--- config.mk ---
export PLATFORM = sky130hd
export DESIGN_NAME = xf_load_sequencer
export DESIGN_NICKNAME = d
export VERILOG_FILES = /design/src/rtl/xf_load_sequencer.sv
export SDC_FILE = /design/constraint.sdc
export NUM_CORES = 1
export LEC_CHECK = 0
export BUFFER_PORTS_ARGS = -buffer_cell sky130_fd_sc_hd__buf_4
export CORE_ASPECT_RATIO = 1.4
export CORE_MARGIN = 2
export CORE_UTILIZATION = 55
export DETAILED_ROUTE_END_ITERATION = 10
export PLACE_DENSITY_LB_ADDON = 0.3
export SETUP_SLACK_MARGIN = 0.5
export SYNTH_ARGS = -nofsm -noshare
export SYNTH_HDL_FRONTEND = slang
export SYNTH_SLANG_ARGS = --single-unit
--- constraint.sdc ---
create_clock -name clk -period 3.75 [get_ports clk]
set_input_delay 0.75 -clock clk [delete_from_list [all_inputs] [get_ports clk]]
set_output_delay 0.75 -clock clk [all_outputs]
set_load 0.01 [all_outputs]
--- src/rtl/xf_load_sequencer.sv ---
// xf_load_sequencer: turns the XF register-load word stream (header + N data
// words) into one single-cycle write per data word at auto-incrementing XF
// addresses, routed to the position-matrix CP bus or the generic XF port.
module xf_load_sequencer #(
  parameter logic [15:0] POSMAT_BASE  = 16'h0000,
  parameter int unsigned POSMAT_WORDS = 256
) (
  input  logic        clk,
  input  logic        reset,
  input  logic        wordValid,
  output logic        wordReady,
  input  logic [31:0] wordData,
  output logic [8:0]  CPAddr,
  output logic        CPWrite,
  output logic [31:0] CPWriteData,
  output logic [15:0] xfOtherAddr,
  output logic        xfOtherWrite,
  output logic [31:0] xfOtherData,
  output logic        loadBusy,
  output logic        loadDone
);

  localparam int unsigned AW = 16;
  localparam int unsigned DW = 32;
  localparam int unsigned CW = 9;

  // Window bounds kept one bit wider so a window ending at 0x10000 is representable.
  localparam logic [AW:0] WIN_BASE  = (AW+1)'(POSMAT_BASE);
  localparam logic [AW:0] WIN_WORDS = (AW+1)'(POSMAT_WORDS);

  typedef enum logic {
    IDLE = 1'b0,
    DATA = 1'b1
  } state_e;

  state_e          state_q;
  logic [AW-1:0]   addr_q;
  logic [AW-1:0]   remaining_q;
  logic [AW-1:0]   addr_d;
  logic [AW-1:0]   remaining_d;
  logic [AW:0]     win_offset;
  logic            in_window;
  logic            last_word;

  logic [CW-1:0]   cp_addr_q;
  logic            cp_write_q;
  logic [DW-1:0]   cp_data_q;
  logic [AW-1:0]   xf_addr_q;
  logic            xf_write_q;
  logic [DW-1:0]   xf_data_q;
  logic            busy_q;
  logic            done_q;

  // Next address wraps 0xFFFF -> 0x0000; remaining count only decrements mid-load.
  assign addr_d      = AW'(addr_q + 1'b1);
  assign remaining_d = AW'(remaining_q - 1'b1);
  assign last_word   = (remaining_q == '0);

  // An address below the base wraps to a huge offset, so one compare covers both bounds.
  assign win_offset  = AW'(0) + ({1'b0, addr_q} - WIN_BASE);
  assign in_window   = (win_offset < WIN_WORDS);

  // The sequencer never stalls; it only refuses words while reset is held.
  assign wordReady   = ~reset;

  // Load FSM plus registered write ports and status flags.
  always_ff @(posedge clk) begin
    if (reset) begin
      state_q     <= IDLE;
      addr_q      <= '0;
      remaining_q <= '0;
      cp_addr_q   <= '0;
      cp_write_q  <= 1'b0;
      cp_data_q   <= '0;
      xf_addr_q   <= '0;
      xf_write_q  <= 1'b0;
      xf_data_q   <= '0;
      busy_q      <= 1'b0;
      done_q      <= 1'b0;
    end else begin
      cp_write_q <= 1'b0;
      xf_write_q <= 1'b0;
      done_q     <= 1'b0;
      if (wordValid) begin
        case (state_q)
          IDLE: begin
            addr_q      <= wordData[15:0];
            remaining_q <= wordData[31:16];
            state_q     <= DATA;
            busy_q      <= 1'b1;
          end
          DATA: begin
            if (in_window) begin
              cp_write_q <= 1'b1;
              cp_addr_q  <= win_offset[CW-1:0];
              cp_data_q  <= wordData;
            end else begin
              xf_write_q <= 1'b1;
              xf_addr_q  <= addr_q;
              xf_data_q  <= wordData;
            end
            addr_q <= addr_d;
            if (last_word) begin
              state_q <= IDLE;
              busy_q  <= 1'b0;
              done_q  <= 1'b1;
            end else begin
              remaining_q <= remaining_d;
            end
          end
          default: begin
            state_q <= IDLE;
            busy_q  <= 1'b0;
          end
        endcase
      end
    end
  end

  assign CPAddr       = cp_addr_q;
  assign CPWrite      = cp_write_q;
  assign CPWriteData  = cp_data_q;
  assign xfOtherAddr  = xf_addr_q;
  assign xfOtherWrite = xf_write_q;
  assign xfOtherData  = xf_data_q;
  assign loadBusy     = busy_q;
  assign loadDone     = done_q;

endmodule

==> results of run 1 <==
-- cells by family (layout without fill, tap and decap cells) --
| family | count (synthesis) | count (layout) |
|---|---|---|
| compound gates | 192 | 192 |
| buf+inv | 63 | 180 |
| fa+ha+maj | 2 | 2 |
| mux | 2 | 2 |
| flops | 126 | 126 |
| simple gates | 293 | 293 |
-- cells in the mapped netlist (all sizes together) (2+ instances only) --
cell type / number
nand2: 201
dfxtp: 126
a21oi: 111
clkbuf: 51
nor2: 27
o21ai: 27
nor3: 13
a22oi: 11
nand3: 11
nor4: 10
inv: 9
a211oi: 7
a31oi: 7
nand4: 7
or4: 6
o31ai: 5
nor2b: 4
a221oi: 3
and3: 3
buf: 3
o22ai: 3
a22o: 2
and2: 2
ha: 2
nand2b: 2
o221ai: 2
o2bb2ai: 2
or2: 2
or3: 2
-- area by class of cell --
cell class | instances | area [µm²] | area share [%]
clock buffer | 20 | 447 | 6.58
clock inverter | 11 | 166 | 2.45
inverter | 9 | 33.8 | 0.498
multi-input combinational | 489 | 2430 | 35.8
sequential | 126 | 2520 | 37.2
tap | 107 | 134 | 1.97
timing repair buffer | 140 | 1050 | 15.5
-- layer usage --
metal | share of wire (%) | vias to the layer above
met3 | 6.0 | 37
met2 | 55 | 239
met4 | 3.2 | 0
li1 | - | 2554
met5 | 0 | -
met1 | 36 | 2520
-- tightest hold or removal path, stage by stage, from the launching register on --
cell and delay, ns:
dfxtp_1 0.30, nand2_1 0.05, a21oi_1 0.05
-- registers in the layout, summed over array words and instances, names as in the netlist --
name	flops
CPWriteData	32
xfOtherData	32
addr_q	16
remaining_q	16
xfOtherAddr	16
CPAddr	9
CPWrite	1
loadBusy	1
loadDone	1
state_q	1
xfOtherWrite	1
-- worst paths after layout --
path | to | slack [ns]
worst max-delay path | xfOtherAddr[8]$_SDFFE_PP0P_ | 1.20
worst min-delay path | xfOtherData[28]$_SDFFE_PP0P_ | 0.45
worst max register to register | xfOtherAddr[8]$_SDFFE_PP0P_ | 1.20
worst min register to register | xfOtherData[28]$_SDFFE_PP0P_ | 0.45
-- through the flow --
step | area (µm²) | std cells | power [µW] | setup slack [ns] | util (%)
global route | 6790 | 902 | 3670 | 0.967 | 74.7
detailed placement | 6170 | 871 | 1870 | 0.993 | 68.0
finish | 6790 | 902 | 3550 | 1.20 | 74.7
floorplan | 5170 | 678 | 1710 | 1.63 | -
global placement | 6170 | 871 | 1860 | 1.11 | 68.0
CTS | 6790 | 902 | 3560 | 1.23 | 74.7
-- power by group through the flow --
stage | Clock, µW | Sequential [µW] | Combinational (µW)
final | 1690 | 1450 | 406
after floorplan | 0 | 1470 | 237
after global routing | 1770 | 1450 | 443
after global placement | 0 | 1470 | 387
after detailed placement | 0 | 1470 | 395
after CTS | 1710 | 1450 | 403
==> out/qor.yml, run 1 <==
grt_use_met1_pct: 33.0
peakVddDrop_uv: 434
hold_path_class: "flip-flop to flip-flop"
crit_arrival_ns: 2.81
drt-initial-drc-count: 438
path_common_cell: "buf_4"
io_buffers: 128
numCtsBuffers: 17
cts_setup_buffers: 0
antenna_cells: 0
fmax_mhz: 392
synth_area_um2: 5170
gp_congestion: 0.913
drv_cap: 0
worst_setup_path_end_kind: "flip-flop"
seq_area_frac_synth_pct: 48.7
r2r_cells: 9
hold_buffers: 0
cp_cell_sequence: "buf_4 > inv_1 > buf_4 > nor2_1 > buf_4 > nand2_2 > buf_4 > nand2_1 > a21oi_1"
first_pass_iters: 5
grt_pass1_wl_um: 23800
synth_top_family_by_area: "simple AND/OR/NAND/NOR gates"
area_growth_pct: 31.1
dieArea_um2: 10200
clkPwrFrac_pct: 47.7
maxSlewViolCount: 0
layout_min_cycle_time_ns: 2.55
post_synth_and_or_nand_nor_area_fraction_pct: 24.3
synth_adder_area_share_pct: 0.484
mostFrequentLayoutCells: "nand2_1 (200), buf_4 (140), dfxtp_1 (126)"
grt.total_usage_pct: 29.3
grt_pass1_vias: 4877
grtUsageMet2_pct: 51.6
p_sw_share_pct: 24.6
overflow: 0
hold_depth: 2
reg2reg_from: "state_q$_SDFFE_PP0P_"
final_common_cell: "nand2_1"
synth-compound-area-share_pct: 21.5
synth_cell_types: 50
rows: 41
synth_top_cell_area_share_pct: 48.7
grt-busiest-layer: "met2"
synth-main-ff-cell: "dfxtp_1"
synth_edf_count: 0
dp_hpwl_um: 10100
antenna_found_initial: 0
p_int_uw: 2680
synth_area_per_cell_um2: 7.63
cts_resized: 0
use_met3_pct: 6.98
required_ns: 4.00
slowest_stage: "nor2_1"
cp_max_fo: 32
cts_root_buffer: "clkbuf_16"
clkTransAtPathRegs_ns: 0.06
wirelength_um: 15000
antenna_left: 0
htree_levels: 4
synth_nets: 715
path_buf_inv: 5
yosysTopAreaCell: "dfxtp_1"
synth-seq-cells: 126
clk_latency_ns: 0.41
rsz0062_at_grt: "false"
period_share_pct: 68.1
synthTopCellsByArea: "dfxtp_1 (49%), nand2_1 (15%), a21oi_1 (11%)"
drt-vias-per-instance: 5.93
critPathLaunchType: "flip-flop"
async_flop_share_pct: 0
fin_hold_ws_ns: 0.454
layout-drive-gt1-share_pct: 22.5
fillers: 699
pin_count: 129
wl_per_cell_um: 16.6
synth_xor_area_share_pct: 0
fin_skew_ns: 0.00897
startpoint: "state_q$_SDFFE_PP0P_"
cp_slowest_stage_delay_ns: 0.37
dieWidth_um: 86.0
hp-start: "xfOtherData[28]$_SDFFE_PP0P_"
route.detailed.drc: 0
die_y_um: 119
worst_pin_slew_ns: 0.927
crit_family: "buffers and inverters"
combPwrFrac_pct: 11.4
powerDensity_nw_per_um2: 523
power.net_switching_uw: 872
status: "finished clean"
synthMuxAreaShare_pct: 0.411
hold_violations: 0
numClockSinks: 126
cts_tree: "built"
setup_tns_ns: 0
max_slew_margin_pct: 36.6
core_area_um2: 9080
final-setup-viol-count: 0
seqPwrFrac_pct: 40.8
num_vias: 5350
netlist_instances: 678
ys_warn_count: 0
start_util_pct: 57.0
worstSetupPathType: "flip-flop to flip-flop"
clockBufferDepth: 2
worst-path-stages: 9
num-nets-final: 820
p_leak_uw: 0.00265
grt_max_degree: 73
No activity file was read; power rests on OpenSTA's default activity.
==> run 2: changes to the inputs <==
--- a/config.mk
+++ b/config.mk
@@ -8,7 +8,7 @@
 export BUFFER_PORTS_ARGS = -buffer_cell sky130_fd_sc_hd__buf_4
 export CORE_ASPECT_RATIO = 1.4
 export CORE_MARGIN = 2
-export CORE_UTILIZATION = 55
+export CORE_UTILIZATION = 48
 export DETAILED_ROUTE_END_ITERATION = 10
 export PLACE_DENSITY_LB_ADDON = 0.3
 export SETUP_SLACK_MARGIN = 0.5
==> constraint.sdc (replaced) <==
create_clock -name clk -period 2 [get_ports clk]
set_input_delay 0.4 -clock clk [delete_from_list [all_inputs] [get_ports clk]]
set_output_delay 0.4 -clock clk [all_outputs]
set_load 0.01 [all_outputs]
==> run 2 against run 1 <==
The flow now finishes with violations (setup timing). Total power is 120% higher. Global-route usage fell by 0.72 points. First-iteration DRC count up 110%. Final cell count increased by 13%. Critical path depth shrank 4. Sequential share of layout area down 8.4 points. Register-to-register slack got worse by 1.3 ns. Clock skew grew 0.0010 ns. Die area up 14%. Via count is 25% higher. Clock-buffer cell count down 1. Largest power group unchanged. Highest routed layer unchanged. Sequential power up 90%.
==> out/qor.yml, run 2 (synthesis results as in run 1) <==
p_sw_share_pct: 28.3
grt-busiest-layer: "met2"
gp_congestion: 0.897
maxSlewViolCount: 0
grt_pass1_wl_um: 26600
worstSetupPathType: "flip-flop to flip-flop"
critPathLaunchType: "flip-flop"
antenna_cells: 0
antenna_left: 0
grt_pass1_vias: 5248
hold_path_class: "input port to flip-flop"
place_ws_ns: -0.0677
final-setup-viol-count: 2
cp_slowest_stage_delay_ns: 0.54
powerDensity_nw_per_um2: 866
num_vias: 6673
worst_setup_path_end_kind: "flip-flop"
io_buffers: 128
p_leak_uw: 0.00368
fin_skew_ns: 0.0100
wirelength_um: 25700
start_util_pct: 49.5
clkTransAtPathRegs_ns: 0.06
layout-drive-gt1-share_pct: 49.2
antenna_found_initial: 0
final_util_pct: 85.2
layout_min_cycle_time_ns: 2.15
p_total_uw: 7720
dp_hpwl_um: 10200
overflow: 0
cp_cell_sequence: "or4_4 > or4_4 > o311a_1 > a221oi_2 > o31ai_1"
peakVddDrop_uv: 746
layout_setup_ws_ns: -0.152
pin_count: 129
numCtsBuffers: 17
drv_cap: 0
p_int_uw: 5540
clkPwrFrac_pct: 45.4
final_common_cell: "buf_4"
ff2ff_setup_slack_ns: -0.15
cts_root_buffer: "clkbuf_16"
slowest_stage: "or4_4"
first_pass_iters: 8
drt-initial-drc-count: 932
combPwrFrac_pct: 19.0
htree_levels: 4
setup_tns_ns: -0.222
numClockSinks: 126
crit_arrival_ns: 2.46
route.detailed.drc: 0
fillers: 532
violations: "setup timing"
fmax_mhz: 465
use_met3_pct: 5.58
drt-vias-per-instance: 6.57
clk_latency_ns: 0.43
rows: 44
clockBufferDepth: 2
die_y_um: 127
wl_per_cell_um: 25.3
max_slew_margin_pct: 69.8
grt.total_usage_pct: 28.6
cp_max_fo: 3
period_share_pct: 108
power.net_switching_uw: 2180
grtUsageMet2_pct: 48.3
seqPwrFrac_pct: 35.6
status: "complete, but fails checks"
mostFrequentLayoutCells: "buf_4 (173), nand2_1 (124), dfxtp_1 (111)"
core_area_um2: 10500
hold_violations: 0
path_common_cell: "or4_4"
grt_max_degree: 67
dieWidth_um: 91.8
grt_use_met1_pct: 35.3
rsz0062_at_grt: "true"
dieArea_um2: 11600
num-nets-final: 902
required_ns: 2.31
worst_pin_slew_ns: 0.450
cts_tree: "built"
area_growth_pct: 72.3
run 2: cell types whose count changed in the layout (fill, tap and decap cells not counted), moves of 11 or more:
cell | before | now
nand2_2 | 1 | 44
buf_12 | 0 | 12
buf_6 | 0 | 17
o21ai_0 | 27 | 14
nand2_4 | 0 | 32
clkbuf_16 | 17 | 28
a21oi_1 | 111 | 83
nand2_1 | 200 | 124
buf_4 | 140 | 173
a21oi_2 | 0 | 27
dfxtp_1 | 126 | 111
run 2: power by group through the flow:
stage	combinational (µW)	sequential, µW	clock (µW)
floorplan	490	2760	0
global placement	843	2750	0
detailed placement	862	2760	0
CTS	1040	2710	3450
global route	1510	2760	3620
finish	1460	2750	3510
run 2: layer usage:
metal / vias to the layer above / share of wire, %
li1: 2740 / -
met1: 3175 / 32
met2: 537 / 47
met3: 221 / 11
met4: 0 / 9.4
met5: - / 0
run 2: through the flow:
stage | cell area, µm² | hold WS (ns) | std cells
after CTS | 7570 | 0.244 | 977
after detailed placement | 6480 | 0.448 | 924
final | 8920 | 0.237 | 1016
after floorplan | 5310 | 0.456 | 678
after global placement | 6480 | 0.442 | 924
after global routing | 8920 | 0.238 | 1016
run 2: cell type report:
cell class	count	area (µm²)	share of cell area, %
clock buffer	19	453	5.08
clock inverter	13	211	2.37
inverter	9	37.5	0.421
multi-input combinational	492	3360	37.7
sequential	126	2560	28.7
tap	138	173	1.94
timing repair buffer	219	2120	23.8
run 2: what timing repair did:
item	CTS	global route
gates resized for setup	65	208
setup buffers	17	23
hold buffers	0	0
pin swaps	35	117
endpoints found under the setup margin	125	120
gates cloned	4	16
run 2: worst paths after layout:
kind | from | to | depth (start not counted)
hold reg to reg | xfOtherData[14]$_SDFFE_PP0P_ | xfOtherData[14]$_SDFFE_PP0P_ | 2
hold / removal | wordData[18] | xfOtherData[18]$_SDFFE_PP0P_ | 3
setup reg to reg | remaining_q[10]$_SDFFE_PP0P_ | remaining_q[15]$_SDFFE_PP0P_ | 5
setup / recovery | remaining_q[10]$_SDFFE_PP0P_ | remaining_q[15]$_SDFFE_PP0P_ | 5
run 2: worst max-delay path: cells and delay by family (launching register included):
family             cells  cell delay [ns]
AOI/OAI and AO/OA      3             0.71
and+or+nand+nor        2             1.01
DFF                    1             0.31
==> run 3: changes to the inputs <==
--- a/config.mk
+++ b/config.mk
@@ -8,7 +8,7 @@
 export BUFFER_PORTS_ARGS = -buffer_cell sky130_fd_sc_hd__buf_4
 export CORE_ASPECT_RATIO = 1.4
 export CORE_MARGIN = 2
-export CORE_UTILIZATION = 48
+export CORE_UTILIZATION = 55
 export DETAILED_ROUTE_END_ITERATION = 10
 export PLACE_DENSITY_LB_ADDON = 0.3
 export SETUP_SLACK_MARGIN = 0.5
==> constraint.sdc (replaced) <==
create_clock -name clk -period 2.7 [get_ports clk]
set_input_delay 0.54 -clock clk [delete_from_list [all_inputs] [get_ports clk]]
set_output_delay 0.54 -clock clk [all_outputs]
set_load 0.01 [all_outputs]
==> run 3 against run 2 <==
The run now ends clean. Sequential power shrank 27%. Sequential share of layout area rose by 8.2 points. Via count shrank 20%. Final cell count down 11%. Highest routed layer unchanged. Clock power fell by 37%. Non-clock buffer count decreased by 74. Flip-flop and latch count unchanged. Design area decreased by 23%. Register-to-register slack gained 0.74 ns. Total power fell by 38%. Clock skew shrank 0.0051 ns.
==> out/qor.yml, run 3 (synthesis results as in run 1) <==
num-nets-final: 825
first_pass_iters: 5
period_share_pct: 78.4
io_buffers: 128
worst-path-stages: 5
status: "finished clean"
wirelength_um: 15100
clockBufferDepth: 2
numClockSinks: 126
worstSetupPathType: "flip-flop to flip-flop"
num_vias: 5344
cts_root_buffer: "clkbuf_16"
topRoutingLayerUsed: "met4"
critPathLaunchType: "flip-flop"
fillers: 673
ff2ff_setup_slack_ns: 0.58
mostFrequentLayoutCells: "nand2_1 (200), buf_4 (144), dfxtp_1 (126)"
grt_max_degree: 127
antenna_left: 0
grt_pass1_vias: 5061
dieWidth_um: 86.0
htree_levels: 4
pin_count: 129
hold_depth: 3
antenna_found_initial: 0
powerDensity_nw_per_um2: 705
gp_congestion: 0.907
r2r_cells: 5
layout-drive-gt1-share_pct: 23.7
layout_setup_ws_ns: 0.583
grt_pass1_wl_um: 24200
cp_max_fo: 7
hold_violations: 0
rows: 41
overflow: 0
layout_min_cycle_time_ns: 2.12
fmax_mhz: 472
dp_hpwl_um: 10100
worst_setup_path_end_kind: "flip-flop"
max_slew_margin_pct: 53.8
place_ws_ns: 0.442
cts_tree: "built"
drv_cap: 0
reg2reg_from: "remaining_q[8]$_SDFFE_PP0P_"
final-setup-viol-count: 0
multiInputGateArea_um2: 2460
p_leak_uw: 0.00266
setup_tns_ns: 0
worst_pin_slew_ns: 0.693
dieArea_um2: 10200
path_common_cell: "or4_4"
final_common_cell: "nand2_1"
area_growth_pct: 32.0
hold_path_class: "input port to flip-flop"
peakVddDrop_uv: 640
min_to: "CPWriteData[19]$_SDFFE_PP0P_"
met3WireLength_um: 968
route.met2.wl_um: 7950
core_area_um2: 9080
drt-initial-drc-count: 497
path_buf_inv: 0
wl_met1_um: 5530
rsz0062_at_grt: "false"
clkTransAtPathRegs_ns: 0.05
crit_arrival_ns: 2.40
hp-start: "wordData[19]"
reg2reg_to: "remaining_q[15]$_SDFFE_PP0P_"
grt.total_usage_pct: 29.8
wl_per_cell_um: 16.6
cp_slowest_stage_delay_ns: 0.58
antenna_cells: 0
drt-vias-per-instance: 5.89
route.detailed.drc: 0
required_ns: 2.98
cp_cell_sequence: "or4_4 > or4_4 > o311a_1 > a221oi_2 > o31ai_1"
slowest_stage: "or4_4"
numCtsBuffers: 17
start_util_pct: 57.0
final_util_pct: 75.2
crit_family: "simple AND/OR/NAND/NOR gates"
fin_skew_ns: 0.00487
regArea_um2: 2520
clk_latency_ns: 0.42
maxSlewViolCount: 0
die_y_um: 119
[run 3: cell types whose count changed in the layout (fill, tap and decap cells not counted), moves of 15 or more]
cell,delta
nand2_1,+76
nand2_2,-43
a21oi_1,+27
dfxtp_1,+15
buf_6,-17
nand2_4,-32
a21oi_2,-26
buf_4,-29
[run 3: metal layers]
metal	global-route usage, %	vias to the layer above
met5	0	-
met4	16.5	0
met3	6.49	52
met2	51.7	257
met1	33.1	2468
li1	-	2567
[run 3: layout make-up]
cell class / instances / share of cell area (%)
tap: 107 / 1.96
timing repair buffer: 145 / 16.1
multi-input combinational: 489 / 36.1
clock buffer: 22 / 6.79
inverter: 9 / 0.495
clock inverter: 10 / 1.65
sequential: 126 / 36.9
[run 3: power by group]
part	switching [µW]	total, µW	internal [µW]
clock network	817	2220	1400
logic	345	577	232
registers	81.8	2020	1940
[run 3: worst max path at each step]
stage	from	end	slack (ns)
global placement	remaining_q[7]$_SDFFE_PP0P_	remaining_q[15]$_SDFFE_PP0P_	0.51
global route	remaining_q[10]$_SDFFE_PP0P_	remaining_q[15]$_SDFFE_PP0P_	0.51
finish	remaining_q[8]$_SDFFE_PP0P_	remaining_q[15]$_SDFFE_PP0P_	0.58
detailed placement	remaining_q[7]$_SDFFE_PP0P_	remaining_q[15]$_SDFFE_PP0P_	0.44
floorplan	remaining_q[7]$_SDFFE_PP0P_	remaining_q[15]$_SDFFE_PP0P_	0.58
CTS	remaining_q[0]$_SDFFE_PP0P_	remaining_q[12]$_SDFFE_PP0P_	0.50
[run 3: per-stage QoR]
step	power (µW)	cell area [µm²]	cells	hold WS, ns
after detailed placement	2600	6220	876	0.448
after CTS	4800	6810	908	0.384
after global placement	2590	6220	876	0.443
after floorplan	2370	5170	678	0.458
after global routing	4960	6830	908	0.394
final	4820	6830	908	0.386
[run 3: worst min-delay path, cell delays in order]
cell	delay, ns
buf_4	0.12
nand2_1	0.05
a21oi_1	0.05
[run 3: timing repair]
item | CTS | global route
hold buffers | 0 | 0
pin swaps | 0 | 2
setup buffers | 0 | 0
setup endpoints to repair | 7 | 10
gates resized for setup | 3 | 5
